--- src/rtl/systolic_result_streamer_if.sv ---
// Result-stream bus between systolic_result_streamer and its sink
// (output memory or DMA writer): valid/ready element with row/col tags.
interface systolic_result_streamer_if #(
    parameter int DW = 16,
    parameter int IW = 4
);
    logic [DW-1:0] out_data;
    logic          out_valid;
    logic          out_ready;
    logic [IW-1:0] out_row;
    logic [IW-1:0] out_col;
    logic          out_last;

    // Streamer side: drives the element, samples ready.
    modport master (
        output out_data, out_valid, out_row, out_col, out_last,
        input  out_ready
    );

    // Sink side.
    modport slave (
        input  out_data, out_valid, out_row, out_col, out_last,
        output out_ready
    );
endinterface

--- src/rtl/systolic_result_streamer.sv ---
// systolic_result_streamer: captures the N x N result matrix on the rising
// edge of done and streams it row-major over a valid/ready bus.
// Optional macro RESULT_CLAMP_EN: clamps each streamed element to 0..255
// (zero-extended) for 8-bit pixel writeback; undefined = raw signed data.
module systolic_result_streamer #(
    parameter int N  = 10,
    parameter int DW = 16,
    parameter int IW = 4
) (
    input  logic                        clk,
    input  logic                        rst,
    input  logic                        done,
    input  logic signed [DW-1:0]        A_result [0:N-1][0:N-1],
    systolic_result_streamer_if.master  out_if,
    output logic                        busy,
    output logic                        frame_done,
    output logic                        overrun
);

    typedef enum logic {S_IDLE, S_STREAM} state_t;

    localparam logic [IW-1:0] LAST_IDX = IW'(N - 1);

    state_t              r_state;
    state_t              w_state_next;
    logic [IW-1:0]       r_row, r_col;
    logic [IW-1:0]       w_row_next, w_col_next;
    logic                r_done_q;
    logic                r_frame_done, w_frame_done_next;
    logic                r_overrun, w_overrun_next;
    logic                w_capture;
    logic                w_done_rise;
    logic                w_streaming;
    logic                w_xfer;
    logic                w_at_last;
    logic signed [DW-1:0] w_elem;
    logic [DW-1:0]       w_read;

    // Frame buffer; contents are never reset, only overwritten on capture.
    logic signed [DW-1:0] r_buf [0:N-1][0:N-1];

    assign w_done_rise = done & ~r_done_q;
    assign w_streaming = (r_state == S_STREAM);
    assign w_xfer      = w_streaming & out_if.out_ready;
    assign w_at_last   = (r_row == LAST_IDX) && (r_col == LAST_IDX);

    // Control registers: FSM state, element indices, edge detector, flags.
    always_ff @(posedge clk or posedge rst) begin
        if (rst) begin
            r_state      <= S_IDLE;
            r_row        <= '0;
            r_col        <= '0;
            r_done_q     <= 1'b0;
            r_frame_done <= 1'b0;
            r_overrun    <= 1'b0;
        end else begin
            r_state      <= w_state_next;
            r_row        <= w_row_next;
            r_col        <= w_col_next;
            r_done_q     <= done;
            r_frame_done <= w_frame_done_next;
            r_overrun    <= w_overrun_next;
        end
    end

    // Next-state logic: capture on done rise, advance indices per transfer,
    // chain straight into a new frame if done rises on the last transfer.
    always_comb begin
        w_state_next      = r_state;
        w_row_next        = r_row;
        w_col_next        = r_col;
        w_capture         = 1'b0;
        w_frame_done_next = 1'b0;
        w_overrun_next    = r_overrun;
        case (r_state)
            S_IDLE: begin
                if (w_done_rise) begin
                    w_capture    = 1'b1;
                    w_row_next   = '0;
                    w_col_next   = '0;
                    w_state_next = S_STREAM;
                end
            end
            S_STREAM: begin
                if (w_xfer && w_at_last) begin
                    w_frame_done_next = 1'b1;
                    w_row_next        = '0;
                    w_col_next        = '0;
                    if (w_done_rise) begin
                        w_capture = 1'b1;
                    end else begin
                        w_state_next = S_IDLE;
                    end
                end else begin
                    if (w_xfer) begin
                        if (r_col == LAST_IDX) begin
                            w_col_next = '0;
                            w_row_next = r_row + 1'b1;
                        end else begin
                            w_col_next = r_col + 1'b1;
                        end
                    end
                    // A frame arriving mid-stream is dropped, not buffered.
                    if (w_done_rise) begin
                        w_overrun_next = 1'b1;
                    end
                end
            end
            default: w_state_next = S_IDLE;
        endcase
    end

    // Buffer capture, one register per matrix element.
    for (genvar gi = 0; gi < N; gi++) begin : g_row
        for (genvar gj = 0; gj < N; gj++) begin : g_col
            // Load element [gi][gj] when a frame is accepted.
            always_ff @(posedge clk) begin
                if (w_capture) begin
                    r_buf[gi][gj] <= A_result[gi][gj];
                end
            end
        end
    end

    assign w_elem = r_buf[r_row][r_col];

`ifdef RESULT_CLAMP_EN
    localparam logic signed [DW-1:0] CLAMP_MAX = DW'(255);

    // Saturate the element into 0..255 for 8-bit writeback.
    always_comb begin
        if (w_elem[DW-1]) begin
            w_read = '0;
        end else if (w_elem > CLAMP_MAX) begin
            w_read = CLAMP_MAX;
        end else begin
            w_read = w_elem;
        end
    end
`else
    assign w_read = w_elem;
`endif

    // Outputs are forced to zero outside STREAM so reset clears them at once.
    assign out_if.out_data  = w_streaming ? w_read : '0;
    assign out_if.out_valid = w_streaming;
    assign out_if.out_row   = r_row;
    assign out_if.out_col   = r_col;
    assign out_if.out_last  = w_streaming & w_at_last;
    assign busy             = w_streaming;
    assign frame_done       = r_frame_done;
    assign overrun          = r_overrun;

endmodule
--- src/flat_wrapper.sv ---
// flat-port wrapper written by rule: the top's interface ports become plain ports
module systolic_result_streamer_flat 
#(
    parameter int N  = 10,
    parameter int DW = 16,
    parameter int IW = 4
)
  (clk, rst, done, A_result, busy, frame_done, overrun, out_if_out_data, out_if_out_valid, out_if_out_row, out_if_out_col, out_if_out_last, out_if_out_ready);
  systolic_result_streamer_if #(.DW(DW), .IW(IW)) out_if_i ();
  input  logic clk;
  input  logic rst;
  input  logic done;
  input  logic signed [DW-1:0] A_result[0:N-1][0:N-1];
  output logic busy;
  output logic frame_done;
  output logic overrun;
  output wire logic [$bits(out_if_i.out_data)-1:0] out_if_out_data;
  output wire logic [$bits(out_if_i.out_valid)-1:0] out_if_out_valid;
  output wire logic [$bits(out_if_i.out_row)-1:0] out_if_out_row;
  output wire logic [$bits(out_if_i.out_col)-1:0] out_if_out_col;
  output wire logic [$bits(out_if_i.out_last)-1:0] out_if_out_last;
  input wire logic [$bits(out_if_i.out_ready)-1:0] out_if_out_ready;
  assign out_if_out_data = out_if_i.out_data;
  assign out_if_out_valid = out_if_i.out_valid;
  assign out_if_out_row = out_if_i.out_row;
  assign out_if_out_col = out_if_i.out_col;
  assign out_if_out_last = out_if_i.out_last;
  assign out_if_i.out_ready = out_if_out_ready;
  systolic_result_streamer #(.N(N), .DW(DW), .IW(IW)) u_core (.clk(clk), .rst(rst), .done(done), .A_result(A_result), .out_if(out_if_i), .busy(busy), .frame_done(frame_done), .overrun(overrun));
endmodule
--- config.mk ---
export PLATFORM = sky130hd
export DESIGN_NAME = systolic_result_streamer_flat
export DESIGN_NICKNAME = d
export VERILOG_FILES = /design/src/rtl/systolic_result_streamer_if.sv /design/src/rtl/systolic_result_streamer.sv /design/src/flat_wrapper.sv
export SDC_FILE = /design/constraint.sdc
export NUM_CORES = 2
export LEC_CHECK = 0
export CAP_MARGIN = 0
export CORE_AREA = 2 2 640 642
export CTS_BUF_LIST = sky130_fd_sc_hd__clkbuf_4
export DETAILED_ROUTE_END_ITERATION = 8
export DIE_AREA = 0 0 642 644
export PLACE_DENSITY = 0.38
export SETUP_SLACK_MARGIN = 0.2
export SLEW_MARGIN = 15
export SYNTH_ARGS = -nofsm -noshare
export SYNTH_HDL_FRONTEND = slang
export SYNTH_SLANG_ARGS = --single-unit
--- constraint.sdc ---
create_clock -name clk -period 102.8 [get_ports clk]
set_input_delay 20.56 -clock clk [delete_from_list [all_inputs] [get_ports clk]]
set_output_delay 20.56 -clock clk [all_outputs]
set_load 0.005 [all_outputs]
==> results.tsv <==
stage	metric	value	unit
timing	rsz0062_at_grt	no	
power	vdd_drop_max	0.0161	mV
placed_design	dp.cells	9903	
synth	synth_top_cell_by_area	edfxtp_1	
timing	fmax	0.0349	GHz
critical_path	path_class	reg -> out	
placed_design	place_congestion	0.839	
synth	syn-num-nets	4481	
grt	overflow	0	
cts	ctsHoldBuffers	0	
synth	ys_top_cells_by_area	edfxtp_1 (77%), mux4_2 (12%), mux2i_1 (3.9%), nand2_1 (0.76%), a22oi_1 (0.52%)	
finish	finalNetCount	6539	
floorplanning	start_util	15.2	%
synth	syn_inst	2873	
critical_path	cpMostUsedCell	buf_4	
critical_path	cp.arrival	8060	ps
cts	post-cts-setup-buffers	0	
power	power_density	21.0	nW/um2
cts	clk_path_buf_depth	4	
synth	synth_area	62100	um2
cts	insertion_delay	1450	ps
critical_path	crit_path_cell_trace	buf_4 > buf_12 > buf_4 > buf_4 > mux4_2 > nand2_1 > nand2_1 > a221oi_1 > o21ai_0 > clkdlybuf4s50_1	
power	p_leak	28.8	nW
cts	cts_tree	yes	
critical_path	path_delay_family	buffers and inverters	
synth	synth_edf_count	1600	
synth	synth.distinct_cells	52	
cts	htreeDepth	5	
timing	setup_viol	0	
cts	cts_root_buffer	clkbuf_4	
timing	setup_slack	74180	ps
critical_path	required	82240	ps
route	firstDrtPassIters	5	
timing	worst_slew_pin_slew	1340	ps
route	remaining_drc_errors	0	
placed_design	dp_hpwl	299000	um
synth	seq_area_frac_synth	77.8	%
route	routed_wl	374000	um
critical_path	slowest_stage	o21ai_0	
route	drt-vias-per-instance	3.78	
synth	synth-seq-cells	1612	
timing	setup_tns	0	ps
grt	track_usage	17.4	%
timing	final.min_clock_period	28620	ps
grt	grt_pass1_vias	43100	
synth	yosysTopAreaCellShare	77.4	%
cts	cts.clk_slew.worst_paths	60	ps
grt	antenna_found_initial	312	
finish	final_cell_mix	clkdlybuf4s50_1 (1632), edfxtp_1 (1600), clkbuf_4 (702)	
placed_design	preCtsSetupSlack	75430	ps
cts	cts_buffers	477	
route	antenna_left	0	
floorplanning	rows	235	
timing	finalHoldViolCount	0	
cts	cts.repair.resized	0	
floorplanning	die_area	413000	um2
critical_path	worst-path-buf-inv	5	
floorplanning	core-area	408000	um2
critical_path	crit_path_start_kind	flip-flop	
timing	fin_crit_sh	27.8	%
timing	timing.hold.ws	497	ps
finish	final_cells	10800	
run	max_cap_viol_count	0	
synth	yosys_warnings	0	
power	power	1.92	mW
timing	slew_viol_final	0	
finish	drive_gt1_share	23.0	%
timing	fin_skew	126	ps
floorplanning	boundaryPins	1633	
grt	grt_pass1_wl	467000	um
critical_path	cp-end-kind	output pin	
finish	syn2layout_area_growth	47.5	%
floorplanning	die-width	642	um
hold_path	hold_path.class	reg -> reg	
synth	synth-async-reset-ratio	0.744	%
route	vias	40900	
synth	syn_avg_cell_area	21.6	um2
critical_path	critPathMaxStageDelay	1030	ps
cts	clock-sinks	1612	
placed_design	portBuffers	1632	
grt	grt_max_degree	173	
floorplanning	die_y	644	um
finish	final_common_cell	clkdlybuf4s50_1	
route	post_drt_wl_per_cell	34.5	um
route	drt_iter0_drc	3371	
run_status	status	finished clean	
critical_path	crit_fanout	68	
synth	synth_flop_cell	edfxtp_1	
timing	slew_headroom	10.2	%
registers in the layout (all words and copies together), names as in the netlist:
signal	flops
u_core.busy	1
u_core.frame_done	1
u_core.out_if.out_col	4
u_core.out_if.out_row	4
u_core.overrun	1
u_core.r_buf	1600
u_core.r_done_q	1
final timing paths:
path / from / to / slack [ps] / cells past startpoint
worst min-delay path: u_core.overrun$_DFFE_PP0P_ / u_core.overrun$_DFFE_PP0P_ / 500 / 1
worst max register to register: u_core.out_if.out_row[1]$_DFFE_PP0P_ / u_core.r_buf[4][122]$_DFFE_PP_ / 95520 / 11
worst min register to register: u_core.overrun$_DFFE_PP0P_ / u_core.overrun$_DFFE_PP0P_ / 500 / 1
max in group asynchronous: rst / u_core.out_if.out_col[0]$_DFFE_PP0P_ / 82660 / 2
worst max-delay path: u_core.out_if.out_row[0]$_DFFE_PP0P_ / out_if_out_data[3] / 74180 / 10
min in group asynchronous: rst / u_core.out_if.out_col[3]$_DFFE_PP0P_ / 19570 / 2
cell usage after synthesis (all sizes together), types with 3 or more instances:
master and count:
a211oi 22, a21oi 48, a221o 8, a221oi 11, a22o 7, a22oi 43
a31oi 22, a32oi 8, a41oi 5, and2 9, and3 3, buf 118
clkbuf 39, dfrtp 12, edfxtp 1600, ha 4, inv 9, mux2 16
mux2i 245, mux4 321, nand2 126, nand2b 5, nand3 18, nand4 7
nor2 18, nor2b 33, nor3 3, o2111ai 3, o21ai 57, o221ai 8
o22a 4, o22ai 15, o311a 3, o311ai 6, o41ai 3
worst register-to-register path, stage by stage (launching register included):
cell	delay, ps
dfrtp_4	670
buf_4	460
inv_4	280
buf_4	450
ha_1	260
nand2_1	50
or3_1	410
o21ai_1	590
nor2b_4	780
buf_4	860
buf_4	930
buf_4	1010
power by group:
group	total, mW	internal, mW	switching, mW
clock network	0.635	0.315	0.320
registers	0.736	0.723	0.0132
logic	0.549	0.224	0.324
total	1.92	1.26	0.658
stage by stage:
step | utilization (%) | instance area (um2)
after detailed placement | 20.9 | 85400
after global routing | 22.5 | 91500
after CTS | 22.4 | 91400
after floorplan | - | 62100
after global placement | 20.9 | 85400
final | 22.5 | 91600
layer usage:
| layer | track usage, % | vias to the layer above | share of wire, % |
|---|---|---|---|
| met5 | 0 | - | 0.25 |
| met3 | 5.67 | 857 | 7.8 |
| met4 | 4.69 | 142 | 2.9 |
| li1 | - | 16600 | - |
| met2 | 31.6 | 2249 | 52 |
| met1 | 19.5 | 21000 | 38 |
area by class of cell:
class                      instances  area [um2]
antenna                           68         170
clock buffer                     702        5270
clock inverter                   148         795
fill                           42900      316000
inverter                          10        42.5
multi-input combinational       1094       13000
sequential                      1612       48400
tap                             5451        6820
timing repair buffer            1736       17200
kinds of logic after synthesis:
family | count (synthesis) | share of synthesized area (%)
AO/OA/AOI/OAI | 277 | 3.02
adder cells (fa/ha/maj) | 4 | 0.0806
XOR/XNOR | 1 | 0.0141
AND/OR/NAND/NOR | 230 | 1.70
multiplexers | 582 | 15.9
buffers and inverters | 167 | 1.47
flip-flops | 1612 | 77.8
(Power assumes the default switching activity.)
